--- config.mk ---
export PLATFORM = sky130hd
export DESIGN_NAME = sdram_burst_read
export DESIGN_NICKNAME = d
export VERILOG_FILES = /design/src/rtl/sdram_burst_read_pkg.sv /design/src/rtl/sdram_read_packer.sv /design/src/rtl/sdram_burst_read.sv
export SDC_FILE = /design/constraint.sdc
export NUM_CORES = 1
export LEC_CHECK = 0
export ABC_CLOCK_PERIOD_IN_PS = 3880
export CORE_ASPECT_RATIO = 0.8
export CORE_MARGIN = 3
export CORE_UTILIZATION = 45
export CTS_BUF_LIST = sky130_fd_sc_hd__clkbuf_8 sky130_fd_sc_hd__clkbuf_16
export DETAILED_ROUTE_END_ITERATION = 8
export GPL_TIMING_DRIVEN = 0
export PLACE_DENSITY_LB_ADDON = 0.12
export SYNTH_ARGS = -nofsm -noshare
export SYNTH_HDL_FRONTEND = slang
export SYNTH_SLANG_ARGS = --single-unit
--- constraint.sdc ---
create_clock -name clk -period 3.88 [get_ports clk]
set_input_delay 0.776 -clock clk [delete_from_list [all_inputs] [get_ports clk]]
set_output_delay 0.776 -clock clk [all_outputs]
set_load 0.02 [all_outputs]
--- src/rtl/sdram_burst_read_pkg.sv ---
// Shared SDRAM command codes, timing defaults and FSM state type for the burst read engine.
package sdram_burst_read_pkg;

  // {ras_n, cas_n, we_n} command encodings
  localparam logic [2:0] SDRAM_CMD_NOP  = 3'b111;
  localparam logic [2:0] SDRAM_CMD_ACT  = 3'b011;
  localparam logic [2:0] SDRAM_CMD_READ = 3'b101;

  localparam int DEF_CAS_LAT   = 2;
  localparam int DEF_T_RCD     = 2;
  localparam int DEF_T_RP      = 2;
  localparam int DEF_BURST_LEN = 2;

  localparam int A10_BIT = 10;

  typedef enum logic [2:0] {
    ST_IDLE,
    ST_WAIT_OK,
    ST_ACTIVATE,
    ST_READ_CMD,
    ST_DRAIN,
    ST_NEXT
  } state_t;

endpackage

--- src/rtl/sdram_read_packer.sv ---
// Packs consecutive DQ words MSB-first into FIFO words; pushes one cycle after the last word of a group.
module sdram_read_packer #(
  parameter int DQ_W   = 16,
  parameter int FIFO_W = 32
) (
  input  logic              clk,
  input  logic              rst_n,
  input  logic              valid_i,
  input  logic [DQ_W-1:0]   data_i,
  output logic [FIFO_W-1:0] fifo_data_o,
  output logic              fifo_write_o
);

  localparam int PACK = FIFO_W / DQ_W;

  logic [FIFO_W-1:0] fifo_data_q;
  logic              fifo_write_q;

  generate
    if (PACK == 1) begin : g_direct
      always_ff @(posedge clk or negedge rst_n) begin
        if (!rst_n) begin
          fifo_data_q  <= '0;
          fifo_write_q <= 1'b0;
        end else begin
          fifo_write_q <= valid_i;
          if (valid_i) fifo_data_q <= data_i;
        end
      end
    end else begin : g_pack
      localparam int CW = $clog2(PACK);
      logic [CW-1:0]          cnt_q;
      logic [FIFO_W-DQ_W-1:0] acc_q;

      // acc_q keeps the earlier words of the group; older words end up in the upper bits
      always_ff @(posedge clk or negedge rst_n) begin
        if (!rst_n) begin
          cnt_q        <= '0;
          acc_q        <= '0;
          fifo_data_q  <= '0;
          fifo_write_q <= 1'b0;
        end else begin
          fifo_write_q <= 1'b0;
          if (valid_i) begin
            if (cnt_q == CW'(PACK - 1)) begin
              cnt_q        <= '0;
              fifo_data_q  <= {acc_q, data_i};
              fifo_write_q <= 1'b1;
            end else begin
              cnt_q <= cnt_q + CW'(1);
              acc_q <= (FIFO_W-DQ_W)'({acc_q, data_i});
            end
          end
        end
      end
    end
  endgenerate

  assign fifo_data_o  = fifo_data_q;
  assign fifo_write_o = fifo_write_q;

endmodule

--- src/rtl/sdram_burst_read.sv ---
// SDRAM burst read engine: ACT + READ(auto-precharge) per burst, CAS-aligned capture, packed FIFO pushes.
module sdram_burst_read
  import sdram_burst_read_pkg::*;
#(
  parameter int DQ_W      = 16,
  parameter int FIFO_W    = 32,
  parameter int ROW_W     = 12,
  parameter int COL_W     = 8,
  parameter int BURST_LEN = DEF_BURST_LEN,
  parameter int CAS_LAT   = DEF_CAS_LAT,
  parameter int T_RCD     = DEF_T_RCD,
  parameter int T_RP      = DEF_T_RP
) (
  input  logic                     clk,
  input  logic                     rst_n,
  output logic [2:0]               command,
  output logic [ROW_W-1:0]         address,
  output logic [1:0]               bank,
  input  logic [DQ_W-1:0]          data_in,
  input  logic                     start,
  input  logic [2+ROW_W+COL_W-1:0] app_address,
  input  logic [15:0]              app_bursts,
  input  logic                     auto_refresh,
  output logic                     idle,
  output logic                     done,
  output logic [FIFO_W-1:0]        fifo_data,
  output logic                     fifo_write,
  input  logic                     fifo_ready
);

  localparam int AW     = 2 + ROW_W + COL_W;
  localparam int PIPE_W = CAS_LAT + BURST_LEN;
  localparam int DLY_W  = 8;

  state_t           state_q;
  logic [2:0]       command_q;
  logic [ROW_W-1:0] address_q;
  logic [1:0]       bank_q;
  logic             done_q;
  logic [DLY_W-1:0] delay_q;
  logic [AW-1:0]    addr_q;
  logic [15:0]      count_q;
  logic [PIPE_W-1:0] pipe_q;

  logic [1:0]       cur_bank;
  logic [ROW_W-1:0] cur_row;
  logic [COL_W-1:0] cur_col;
  logic [ROW_W-1:0] rd_addr;
  logic             issue_read;
  logic             capture;

  assign cur_bank = addr_q[AW-1 -: 2];
  assign cur_row  = addr_q[COL_W +: ROW_W];
  assign cur_col  = addr_q[COL_W-1:0];

  always_comb begin
    rd_addr            = '0;
    rd_addr[COL_W-1:0] = cur_col;
    rd_addr[A10_BIT]   = 1'b1;
  end

  assign issue_read = (state_q == ST_ACTIVATE) && (delay_q == '0);

  // pipe_q[i] set means a READ went onto the bus i cycles ago
  always_ff @(posedge clk or negedge rst_n) begin
    if (!rst_n) pipe_q <= '0;
    else        pipe_q <= {pipe_q[PIPE_W-2:0], issue_read};
  end

  assign capture = |pipe_q[CAS_LAT +: BURST_LEN];

  always_ff @(posedge clk or negedge rst_n) begin
    if (!rst_n) begin
      state_q   <= ST_IDLE;
      command_q <= SDRAM_CMD_NOP;
      address_q <= '0;
      bank_q    <= '0;
      done_q    <= 1'b0;
      delay_q   <= '0;
      addr_q    <= '0;
      count_q   <= '0;
    end else begin
      command_q <= SDRAM_CMD_NOP;
      done_q    <= 1'b0;
      if (delay_q != '0) delay_q <= delay_q - DLY_W'(1);
      case (state_q)
        ST_IDLE: begin
          if (start) begin
            if (app_bursts == 16'd0) begin
              done_q <= 1'b1;
            end else begin
              addr_q  <= app_address;
              count_q <= app_bursts;
              state_q <= ST_WAIT_OK;
            end
          end
        end
        ST_WAIT_OK: begin
          if ((delay_q == '0) && !auto_refresh && fifo_ready) begin
            command_q <= SDRAM_CMD_ACT;
            bank_q    <= cur_bank;
            address_q <= cur_row;
            delay_q   <= DLY_W'(T_RCD - 1);
            state_q   <= ST_ACTIVATE;
          end
        end
        ST_ACTIVATE: begin
          if (issue_read) begin
            command_q <= SDRAM_CMD_READ;
            address_q <= rd_addr;
            state_q   <= ST_READ_CMD;
          end
        end
        ST_READ_CMD: state_q <= ST_DRAIN;
        ST_DRAIN: begin
          // last word of the burst is being captured this cycle
          if (pipe_q[PIPE_W-1]) begin
            addr_q  <= addr_q + AW'(BURST_LEN);
            count_q <= count_q - 16'd1;
            delay_q <= DLY_W'(T_RP);
            state_q <= ST_NEXT;
          end
        end
        ST_NEXT: begin
          if (count_q == 16'd0) begin
            done_q  <= 1'b1;
            state_q <= ST_IDLE;
          end else begin
            state_q <= ST_WAIT_OK;
          end
        end
        default: state_q <= ST_IDLE;
      endcase
    end
  end

  sdram_read_packer #(
    .DQ_W   (DQ_W),
    .FIFO_W (FIFO_W)
  ) u_packer (
    .clk          (clk),
    .rst_n        (rst_n),
    .valid_i      (capture),
    .data_i       (data_in),
    .fifo_data_o  (fifo_data),
    .fifo_write_o (fifo_write)
  );

  assign command = command_q;
  assign address = address_q;
  assign bank    = bank_q;
  assign done    = done_q;
  assign idle    = ((state_q == ST_IDLE) || (state_q == ST_WAIT_OK)) && (delay_q == '0) && (pipe_q == '0);

endmodule

==> out/qor.yml <==
status:
  status: "complete, no violations"
route:
  vias_per_cell: 5.72
  wire_per_inst_um: 18.7
  drcViolationCount: 0
  drt_iter0_markers: 477
  drt-total-wl_um: 15900
  via_count: 4860
  firstDrtPassIters: 6
  postRouteAntennaNets: 0
clocking:
  hold_buffers: 0
  clk_pin_slew_ns: 0.06
  cts_made_buffers: 17
  cts_setup_buffers: 0
  cts_root_buf: "clkbuf_16"
  cts_buffer_depth: 2
  htreeDepth: 4
  tritoncts: "built"
  clk-insertion-delay-late_ns: 0.42
  clock-sinks: 120
  cts_resized: 0
worst_setup_path:
  arrival_ns: 2.35
  cp_slowest_cell: "clkdlybuf4s50_1"
  worstPathCellList: "nor2_1 > nand3_1 > nor4_1 > clkdlybuf4s50_1"
  crit_path_end_kind: "output port"
  timing_worst_setup_path_type: "reg -> out"
  worstPathMaxFanout: 6
  worstPathRequired_ns: 3.10
  startpoint_type: "flip-flop"
  slowest_delay_ns: 0.68
grt:
  grt_pass1_vias: 4829
  grt_pass1_wl_um: 25800
  antenna_found_initial: 0
  grt_overflow_total: 0
  grt_usage_pct: 23.4
  grt_start_max_net_pins: 64
synthesis:
  syn-num-nets: 604
  netlist_area_sq_mm: 0.00565
  synth_cell_types: 57
  yosysWarnings: 0
  synth_edf_count: 0
  syn_inst: 541
  ys_seq_elements: 120
  synth_async_sr_flop_share_pct: 100
  synthFlopType: "dfrtp_1"
  syn_avg_cell_area_sq_um: 10.4
  ys_seq_area_share_pct: 53.2
placement:
  io_buffers: 109
  place_congestion: 0.936
  place_hpwl_um: 11100
die:
  ios: 111
  core_area_sq_mm: 0.0119
  die_h_um: 106
  start_util_pct: 47.6
  die_x_um: 131
  num_rows: 35
  dieArea_sq_mm: 0.0139
cells_and_area:
  fillCellCount: 934
  synthToLayoutAreaGrowth_pct: 33.9
  multiInputGateArea_sq_mm: 0.00245
  drive_gt1_share_pct: 8.64
  nets: 733
  antennaDiodeCount: 0
  regArea_sq_mm: 0.00301
  final_util_pct: 63.8
sta:
  period_share_pct: 80.5
  max_slew_margin_pct: 53.2
  worst_slew_pin_slew_ns: 0.702
  finalSetupTns_ns: 0
  setup_viol_count_final: 0
  finalHoldViolCount: 0
  fin_skew_ns: 0.00806
  whs_ns: 0.316
  fmax_mhz: 320
  fin_crit_ns: 3.12
  rsz0062_at_grt: "false"
  maxSlewViolCount: 0
power:
  peakVddDrop_v: 0.000291
  finalPower_w: 0.00383
  p_per_area_mw_per_mm2: 507
  p_leak_nw: 3.15
run:
  drv_cap: 0
worst_hold_path:
  hp-class: "in -> async"
==> cells in the final DEF, fill, tap and decap left out, types with 17 or more instances in the layout <==
| cell type | count |
|---|---|
| dfrtp_1 | 118 |
| nand3_1 | 19 |
| o21ai_1 | 43 |
| a21oi_1 | 38 |
| clkbuf_1 | 24 |
| clkdlybuf4s50_1 | 108 |
| clkbuf_16 | 17 |
| nand2_1 | 45 |
| mux2_1 | 45 |
| nor2_1 | 35 |
==> report_power, final <==
| part | switching (W) | internal, W | leakage [nW] |
|---|---|---|---|
| logic | 0.000353 | 0.000341 | 1.39 |
| clock network | 0.000599 | 0.000965 | 0.288 |
| registers | 0.000154 | 0.00142 | 1.47 |
==> cell type report <==
cell class	count	area share (%)
buffer	34	1.85
clock buffer	18	5.80
clock inverter	14	1.98
inverter	13	0.645
multi-input combinational	374	32.4
sequential	120	39.7
tap	166	2.75
timing repair buffer	110	14.8
==> worst max-delay path: cells and delay by family, from the launching register on <==
kind	cells	cell delay [ns]
and+or+nand+nor	3	0.85
DFF	1	0.41
buffers and inverters	1	0.68
==> cell families (layout without fill, tap and decap cells) <==
group | after synthesis | after routing | synth area share (%)
other | 1 | 1 | 0.0664
DFF | 120 | 120 | 53.2
buffers and inverters | 47 | 189 | 3.34
AOI/OAI and AO/OA | 138 | 138 | 14.8
and+or+nand+nor | 168 | 168 | 15.5
muxes | 58 | 58 | 11.4
xor gates and xnor gates | 5 | 5 | 0.775
adders and majority gates | 4 | 4 | 0.886
==> metal layers <==
layer | global-route usage, % | part of all wire (%) | vias to the layer above | wire length, um
met3 | 5.25 | 8.8 | 24 | 1400
li1 | - | - | 2245 | -
met2 | 35.7 | 45 | 237 | 7220
met1 | 33.2 | 44 | 2354 | 7060
met5 | 0 | 0 | - | 0
met4 | 8.40 | 1.5 | 0 | 233
==> final timing paths <==
path                             from          to  slack, ns  cells past startpoint
setup reg to reg           state_q[0]  addr_q[12]       1.50                      8
hold / removal                  rst_n  address[5]       0.32                      1
setup / recovery           delay_q[2]        idle       0.76                      4
max in group asynchronous       rst_n  command[1]       2.83                      2
hold reg to reg             pipe_q[0]   pipe_q[1]       0.38                      0
min in group clk            pipe_q[0]   pipe_q[1]       0.38                      0
==> flip-flops by register name, summed over array words and instances, names as in the netlist, 2 cells and up <==
| register | flops |
|---|---|
| u_packer.g_pack.acc_q | 16 |
| bank | 2 |
| address | 12 |
| u_packer.fifo_data_o | 32 |
| delay_q | 8 |
| addr_q | 22 |
| pipe_q | 4 |
| command | 2 |
| count_q | 16 |
| state_q | 3 |
==> per-stage QoR <==
| stage | area, sq um | worst slack, ns | cells |
|---|---|---|---|
| after global placement | 6950 | -2.63 | 816 |
| after global routing | 7570 | 0.615 | 849 |
| final | 7570 | 0.755 | 849 |
| after floorplan | 5650 | 1.57 | 541 |
| after detailed placement | 6980 | 0.591 | 817 |
| after CTS | 7570 | 0.742 | 849 |
==> cells in the mapped netlist, types with 3 or more instances <==
library cell,instances,share of area [%]
mux2_2,5,1.0
ha_1,4,0.89
buf_2,7,0.62
a31oi_1,3,0.33
dfrtp_1,118,52
and3_1,12,1.3
a22o_1,3,0.47
nand2_1,45,3.0
and2_1,4,0.44
clkbuf_1,24,1.6
mux2i_1,8,1.4
and4_1,3,0.47
nand3_1,19,1.7
a211oi_1,3,0.40
mux2_1,45,9.0
o21ai_0,10,0.89
nor4_1,12,1.3
xor2_1,3,0.47
nor3_1,11,0.97
inv_2,3,0.20
inv_1,10,0.66
o21ai_1,43,3.8
nor2b_1,3,0.33
a22oi_1,4,0.53
or3_1,3,0.33
nor2_1,35,2.3
a21oi_1,38,3.4
o211ai_1,4,0.53
a2bb2oi_1,5,0.78
o22ai_1,9,1.0
nand4_1,8,0.89
No activity file was read; power rests on OpenSTA's default activity.
